`config.mk`:
```
export PLATFORM = sky130hd
export DESIGN_NAME = regfile_scoreboard
export DESIGN_NICKNAME = d
export VERILOG_FILES = /design/src/rtl/regfile_sb_pkg.sv /design/src/rtl/regfile_scoreboard_counter.sv /design/src/rtl/regfile_scoreboard.sv
export SDC_FILE = /design/constraint.sdc
export NUM_CORES = 1
export LEC_CHECK = 0
export CAP_MARGIN = 40
export CORE_MARGIN = 8
export CORE_UTILIZATION = 55
export DETAILED_ROUTE_END_ITERATION = 6
export PLACE_DENSITY = 0.74
export SKIP_CTS_REPAIR_TIMING = 1
export SYNTH_ARGS = -nofsm -noshare
export SYNTH_HDL_FRONTEND = slang
export SYNTH_HIERARCHICAL = 1
export SYNTH_SLANG_ARGS = --single-unit
```
`constraint.sdc`:
```
create_clock -name clk -period 6.31 [get_ports clk]
set_input_delay 1.262 -clock clk [delete_from_list [all_inputs] [get_ports clk]]
set_output_delay 1.262 -clock clk [all_outputs]
set_load 0.01 [all_outputs]
```
`src/rtl/regfile_sb_pkg.sv`:
```
// Shared constants and helpers for the register-file issue scoreboard.
// Imported by regfile_scoreboard and sb_counter.
package regfile_sb_pkg;

  localparam int NUM_REGS  = 32;
  localparam int REG_IDX_W = 5;
  localparam logic [REG_IDX_W-1:0] REG_ZERO = 5'd31;

  typedef logic [REG_IDX_W-1:0] reg_idx_t;

  // Largest value a CNT_W-bit pending-write counter may hold.
  function automatic int unsigned cnt_max(input int unsigned cnt_w);
    return (32'd1 << cnt_w) - 32'd1;
  endfunction

endpackage

```
`src/rtl/regfile_scoreboard_counter.sv`:
```
// Per-register pending-write counter: saturating up/down with an underflow flag.
// Simultaneous inc and dec leave the count unchanged.
module sb_counter
  import regfile_sb_pkg::*;
#(
  parameter int CNT_W = 2
) (
  input  logic             clk,
  input  logic             rst_n,
  input  logic             inc,
  input  logic             dec,
  output logic [CNT_W-1:0] count,
  output logic [CNT_W-1:0] count_nxt,
  output logic             underflow
);

  localparam logic [CNT_W-1:0] CNT_MAX = CNT_W'(cnt_max(CNT_W));

  logic [CNT_W-1:0] count_q, count_d;

  // NOTE: every combinational output gets a default first so no path can infer a latch.
  always_comb begin
    count_d   = count_q;
    underflow = dec & (count_q == '0);
    if (inc && !dec && count_q != CNT_MAX) begin
      count_d = count_q + CNT_W'(1);
    end else if (dec && !inc && count_q != '0) begin
      count_d = count_q - CNT_W'(1);
    end
  end

  // NOTE: sequential state uses non-blocking assignments so all flops update together.
  always_ff @(posedge clk) begin
    if (!rst_n) begin
      count_q <= '0;
    end else begin
      count_q <= count_d;
    end
  end

  assign count     = count_q;
  assign count_nxt = count_d;

endmodule

```
`src/rtl/regfile_scoreboard.sv`:
```
// Issue-stage scoreboard for the 32x64 register file: RAW and overflow stalls,
// writeback retirement, sticky underflow error and saturating stall counter.
// Build option: define REGFILE_SB_BYPASS_EN to let a same-cycle final writeback clear a source hazard.
module regfile_scoreboard
  import regfile_sb_pkg::*;
#(
  parameter int CNT_W  = 2,
  parameter int PERF_W = 16
) (
  input  logic              clk,
  input  logic              rst_n,
  input  logic              IssueValid,
  input  logic [4:0]        IssueRs1,
  input  logic [4:0]        IssueRs2,
  input  logic              UseRs1,
  input  logic              UseRs2,
  input  logic [4:0]        IssueRd,
  input  logic              IssueRdEn,
  input  logic              WbValid,
  input  logic [4:0]        WbRd,
  output logic              IssueStall,
  output logic              PendingAny,
  output logic              ScoreErr,
  output logic [PERF_W-1:0] StallCycles
);

  localparam logic [CNT_W-1:0] CNT_MAX = CNT_W'(cnt_max(CNT_W));

  logic [NUM_REGS-1:0]            inc_en, dec_en, uflow;
  logic [NUM_REGS-1:0][CNT_W-1:0] cnt, cnt_nxt;
  logic [CNT_W-1:0]               rs1_cnt, rs2_cnt, rd_cnt;
  logic                           rs1_haz, rs2_haz, ovf_haz, fire;

  logic              pending_any_q, pending_any_d;
  logic              score_err_q, score_err_d;
  logic [PERF_W-1:0] stall_cycles_q, stall_cycles_d;

  // XZR has no counter; its slot reads as permanently empty.
  for (genvar i = 0; i < NUM_REGS - 1; i++) begin : g_cnt
    sb_counter #(.CNT_W(CNT_W)) u_cnt (
      .clk       (clk),
      .rst_n     (rst_n),
      .inc       (inc_en[i]),
      .dec       (dec_en[i]),
      .count     (cnt[i]),
      .count_nxt (cnt_nxt[i]),
      .underflow (uflow[i])
    );
  end
  assign cnt[REG_ZERO]     = '0;
  assign cnt_nxt[REG_ZERO] = '0;
  assign uflow[REG_ZERO]   = 1'b0;

  assign rs1_cnt = cnt[IssueRs1];
  assign rs2_cnt = cnt[IssueRs2];
  assign rd_cnt  = cnt[IssueRd];

  // Hazards use pre-update counts, so an instruction never stalls on its own Rd.
  always_comb begin
    rs1_haz = UseRs1 & (rs1_cnt != '0);
    rs2_haz = UseRs2 & (rs2_cnt != '0);
`ifdef REGFILE_SB_BYPASS_EN
    if (WbValid && WbRd == IssueRs1 && rs1_cnt == CNT_W'(1)) rs1_haz = 1'b0;
    if (WbValid && WbRd == IssueRs2 && rs2_cnt == CNT_W'(1)) rs2_haz = 1'b0;
`endif
    ovf_haz    = IssueRdEn & (rd_cnt == CNT_MAX);
    IssueStall = rst_n & IssueValid & (rs1_haz | rs2_haz | ovf_haz);
    fire       = IssueValid & ~IssueStall;
  end

  always_comb begin
    inc_en = '0;
    dec_en = '0;
    if (fire && IssueRdEn && IssueRd != REG_ZERO) inc_en[IssueRd] = 1'b1;
    if (WbValid && WbRd != REG_ZERO)              dec_en[WbRd]    = 1'b1;
  end

  always_comb begin
    pending_any_d  = |cnt_nxt;
    score_err_d    = score_err_q | (|uflow);
    stall_cycles_d = stall_cycles_q;
    if (IssueValid && IssueStall && stall_cycles_q != '1) begin
      stall_cycles_d = stall_cycles_q + PERF_W'(1);
    end
  end

  always_ff @(posedge clk) begin
    if (!rst_n) begin
      pending_any_q  <= 1'b0;
      score_err_q    <= 1'b0;
      stall_cycles_q <= '0;
    end else begin
      pending_any_q  <= pending_any_d;
      score_err_q    <= score_err_d;
      stall_cycles_q <= stall_cycles_d;
    end
  end

  assign PendingAny  = pending_any_q;
  assign ScoreErr    = score_err_q;
  assign StallCycles = stall_cycles_q;

endmodule

```
==> flow_metrics.tcl <==
set metrics [dict create \
    ctsLongestPathBuffers 2 \
    synth_seq_area_share 0.187 \
    rsz0062_at_grt "false" \
    ys_async_sr_fraction 0 \
    synth_warnings 6 \
    swShare 0.296 \
    fp.coreArea_um2 15200 \
    dp_hpwl_mm 19.6 \
    post-route-cell-area_um2 9440 \
    final_layout_size_suffix_gt1_frac 0.0442 \
    worst_pin_slew_ns 0.900 \
    h-tree-depth 3 \
    nets 1285 \
    crit_path_end_kind "register" \
    outcome "finished, final reports clean" \
    portBuffers 45 \
    powerDensity_nw_per_um2 128 \
    start_util 0.564 \
    regToRegSetupSlack_ns 1.83 \
    yosys-top-cells-count "o21ai_0, nor2_1, inv_1" \
    switching_power_mw 0.358 \
    drc 0 \
    arrival_ns 5.95 \
    cp.required_ns 6.54 \
    rr_endpoint "PendingAny$_SDFF_PN0_" \
    dpl_cell_area_um2 9160 \
    p_comb_frac 0.146 \
    finalSetupTns_ns 0 \
    fp.dieH_um 141 \
    grt_pass1_vias 7690 \
    clock_skew_ns 0.00758 \
    min_path_type "register to register" \
    syn_nets 1247 \
    p_clk_frac 0.426 \
    critPathCapture "PendingAny$_SDFF_PN0_" \
    grt_pass1_wl_mm 40.3 \
    cts_buffers 9 \
    min_path_cells 2 \
    setup_ws_ns 0.588 \
    antenna-diode-count 0 \
    antenna_found_initial 0 \
    path_clk_slew_ns 0.07 \
    groute.usage.overall 0.255 \
    slew_headroom 0.394 \
    tritoncts "built" \
    vias 8792 \
    final_core_utilization 0.621 \
    synth_edf_count 0 \
    clock-sinks 80 \
    place_congestion 0.998 \
    rr_worst_depth 15 \
    first_pass_iters 6 \
    p_seq_frac 0.428 \
    worst_skew_pair.late_latency_ns 0.36 \
    period_share 0.907 \
    ir_drop_mv 0.145 \
    grt_max_degree 74 \
    critPathMaxFanout 11 \
    area_growth_pct 10.1 \
    postRouteAntennaNets 0 \
    worstSetupPathType "input port to register" \
    overflow 0 \
    leakage_nw 3.66 \
    yosysTopAreaCell "dfxtp_1" \
    intPower_mw 0.854 \
    ys_ff_latch 80 \
    io_pins 46 \
    dieArea_um2 19800 \
    crit_start "IssueRs1[2]" \
    dieWidth_um 141 \
    ys_top_cells_by_area "dfxtp_1, ha_1, nor3b_1, o21ai_0, nor2_1" \
    layout_min_cycle_time_ns 5.72 \
    hold_viol_final 0 \
    synth_cell_types 56 \
    rows 45 \
    worst_setup_path_start_kind "input port" \
    fmax_mhz 175 \
    maxCapViolCount 0 \
    drt_iter0_drc 823 \
    yosysMostFrequentCell "o21ai_0" \
    synth_top_area_frac 0.187 \
    syn_inst 1157 \
    synth_ff_type "dfxtp_1" \
    syn_avg_cell_area_um2 7.41 \
    drv_slew 0 \
    ctsRootBufferMaster "clkbuf_16" \
    routed_wl_mm 25.8 \
    vias_per_cell 6.33 \
    wire_per_inst_um 18.6 \
    r2r-start "g_cnt[11].u_cnt/count[1]$_SDFF_PN0_" \
    setup_viol 0 \
    dp_slack_ns 0.353 \
    synth_area_um2 8570 \
]
power groups by stage:
stage | Combinational (mW) | Sequential [mW] | Clock, mW
after floorplan | 0.106 | 0.529 | 0
after global placement | 0.170 | 0.530 | 0
after detailed placement | 0.172 | 0.530 | 0
after CTS | 0.172 | 0.518 | 0.526
after global routing | 0.189 | 0.519 | 0.547
final | 0.177 | 0.519 | 0.517
layout by cell type (no fill, tap or decap), types with 34 or more instances in the layout:
master,count
inv_1,101
o21ai_0,135
dfxtp_1,80
clkdlybuf4s50_1,43
nor3b_1,100
and3_1,65
and2_1,63
nor2b_1,67
nor3_1,59
nor2_1,115
or3_1,34
ha_1,63
registers in the layout, indices dropped and copies added (netlist names):
register / flops
ScoreErr: 1
PendingAny: 1
g_cnt.u_cnt/count: 62
StallCycles: 16
logic make-up after synthesis:
family,Yosys count,synth area share
AO/OA/AOI/OAI,184,0.122
adder cells (fa/ha/maj),63,0.0920
buffers and inverters,132,0.0679
flip-flops,80,0.187
multiplexers,49,0.0806
AND/OR/NAND/NOR,649,0.451
cell type report:
class	instances	area, µm²
Fill cell	1439	5760
Clock buffer	10	229
Multi-Input combinational cell	945	6390
Tap cell	188	235
Sequential cell	80	1600
Clock inverter	6	53.8
Inverter	102	383
Timing Repair Buffer	57	543
stage by stage:
step	total power [mW]	hold WS, ns	instances
finish	1.21	0.493	1388
floorplan	0.634	0.496	1157
detailed placement	0.702	0.486	1372
global placement	0.700	0.480	1372
global route	1.26	0.528	1388
CTS	1.22	0.498	1388
how the worst min path moves through the flow:
stage                                             from                            to  slack, ns
final                     StallCycles[11]$_SDFFE_PN0P_  StallCycles[11]$_SDFFE_PN0P_       0.49
after global routing      StallCycles[15]$_SDFFE_PN0P_  StallCycles[15]$_SDFFE_PN0P_       0.53
after global placement     StallCycles[4]$_SDFFE_PN0P_   StallCycles[4]$_SDFFE_PN0P_       0.48
after CTS                 StallCycles[11]$_SDFFE_PN0P_  StallCycles[11]$_SDFFE_PN0P_       0.50
after detailed placement  StallCycles[11]$_SDFFE_PN0P_  StallCycles[11]$_SDFFE_PN0P_       0.49
after floorplan            StallCycles[4]$_SDFFE_PN0P_   StallCycles[4]$_SDFFE_PN0P_       0.50
worst max-delay path, cell delays in order:
cell	delay, ns
clkdlybuf4s50_1	0.86
nand2b_1	0.18
o21ai_0	0.08
o21ai_0	0.34
o221ai_2	0.14
a21boi_1	0.23
a31oi_2	0.17
or4b_2	0.83
nor2_1	0.33
nor3b_1	0.10
or3_1	0.33
and2_1	0.17
nor4_1	0.35
nand4_1	0.23
nor4_1	0.27
nor2_1	0.07
metal layers:
layer | vias up | routed length, µm | global-route usage
met5 | - | 0 | 0
met4 | 0 | 1010 | 0.110
met3 | 56 | 1980 | 0.0591
met2 | 354 | 11600 | 0.396
met1 | 4105 | 11300 | 0.332
li1 | 4277 | - | -
No activity file was read; power rests on OpenSTA's default activity.
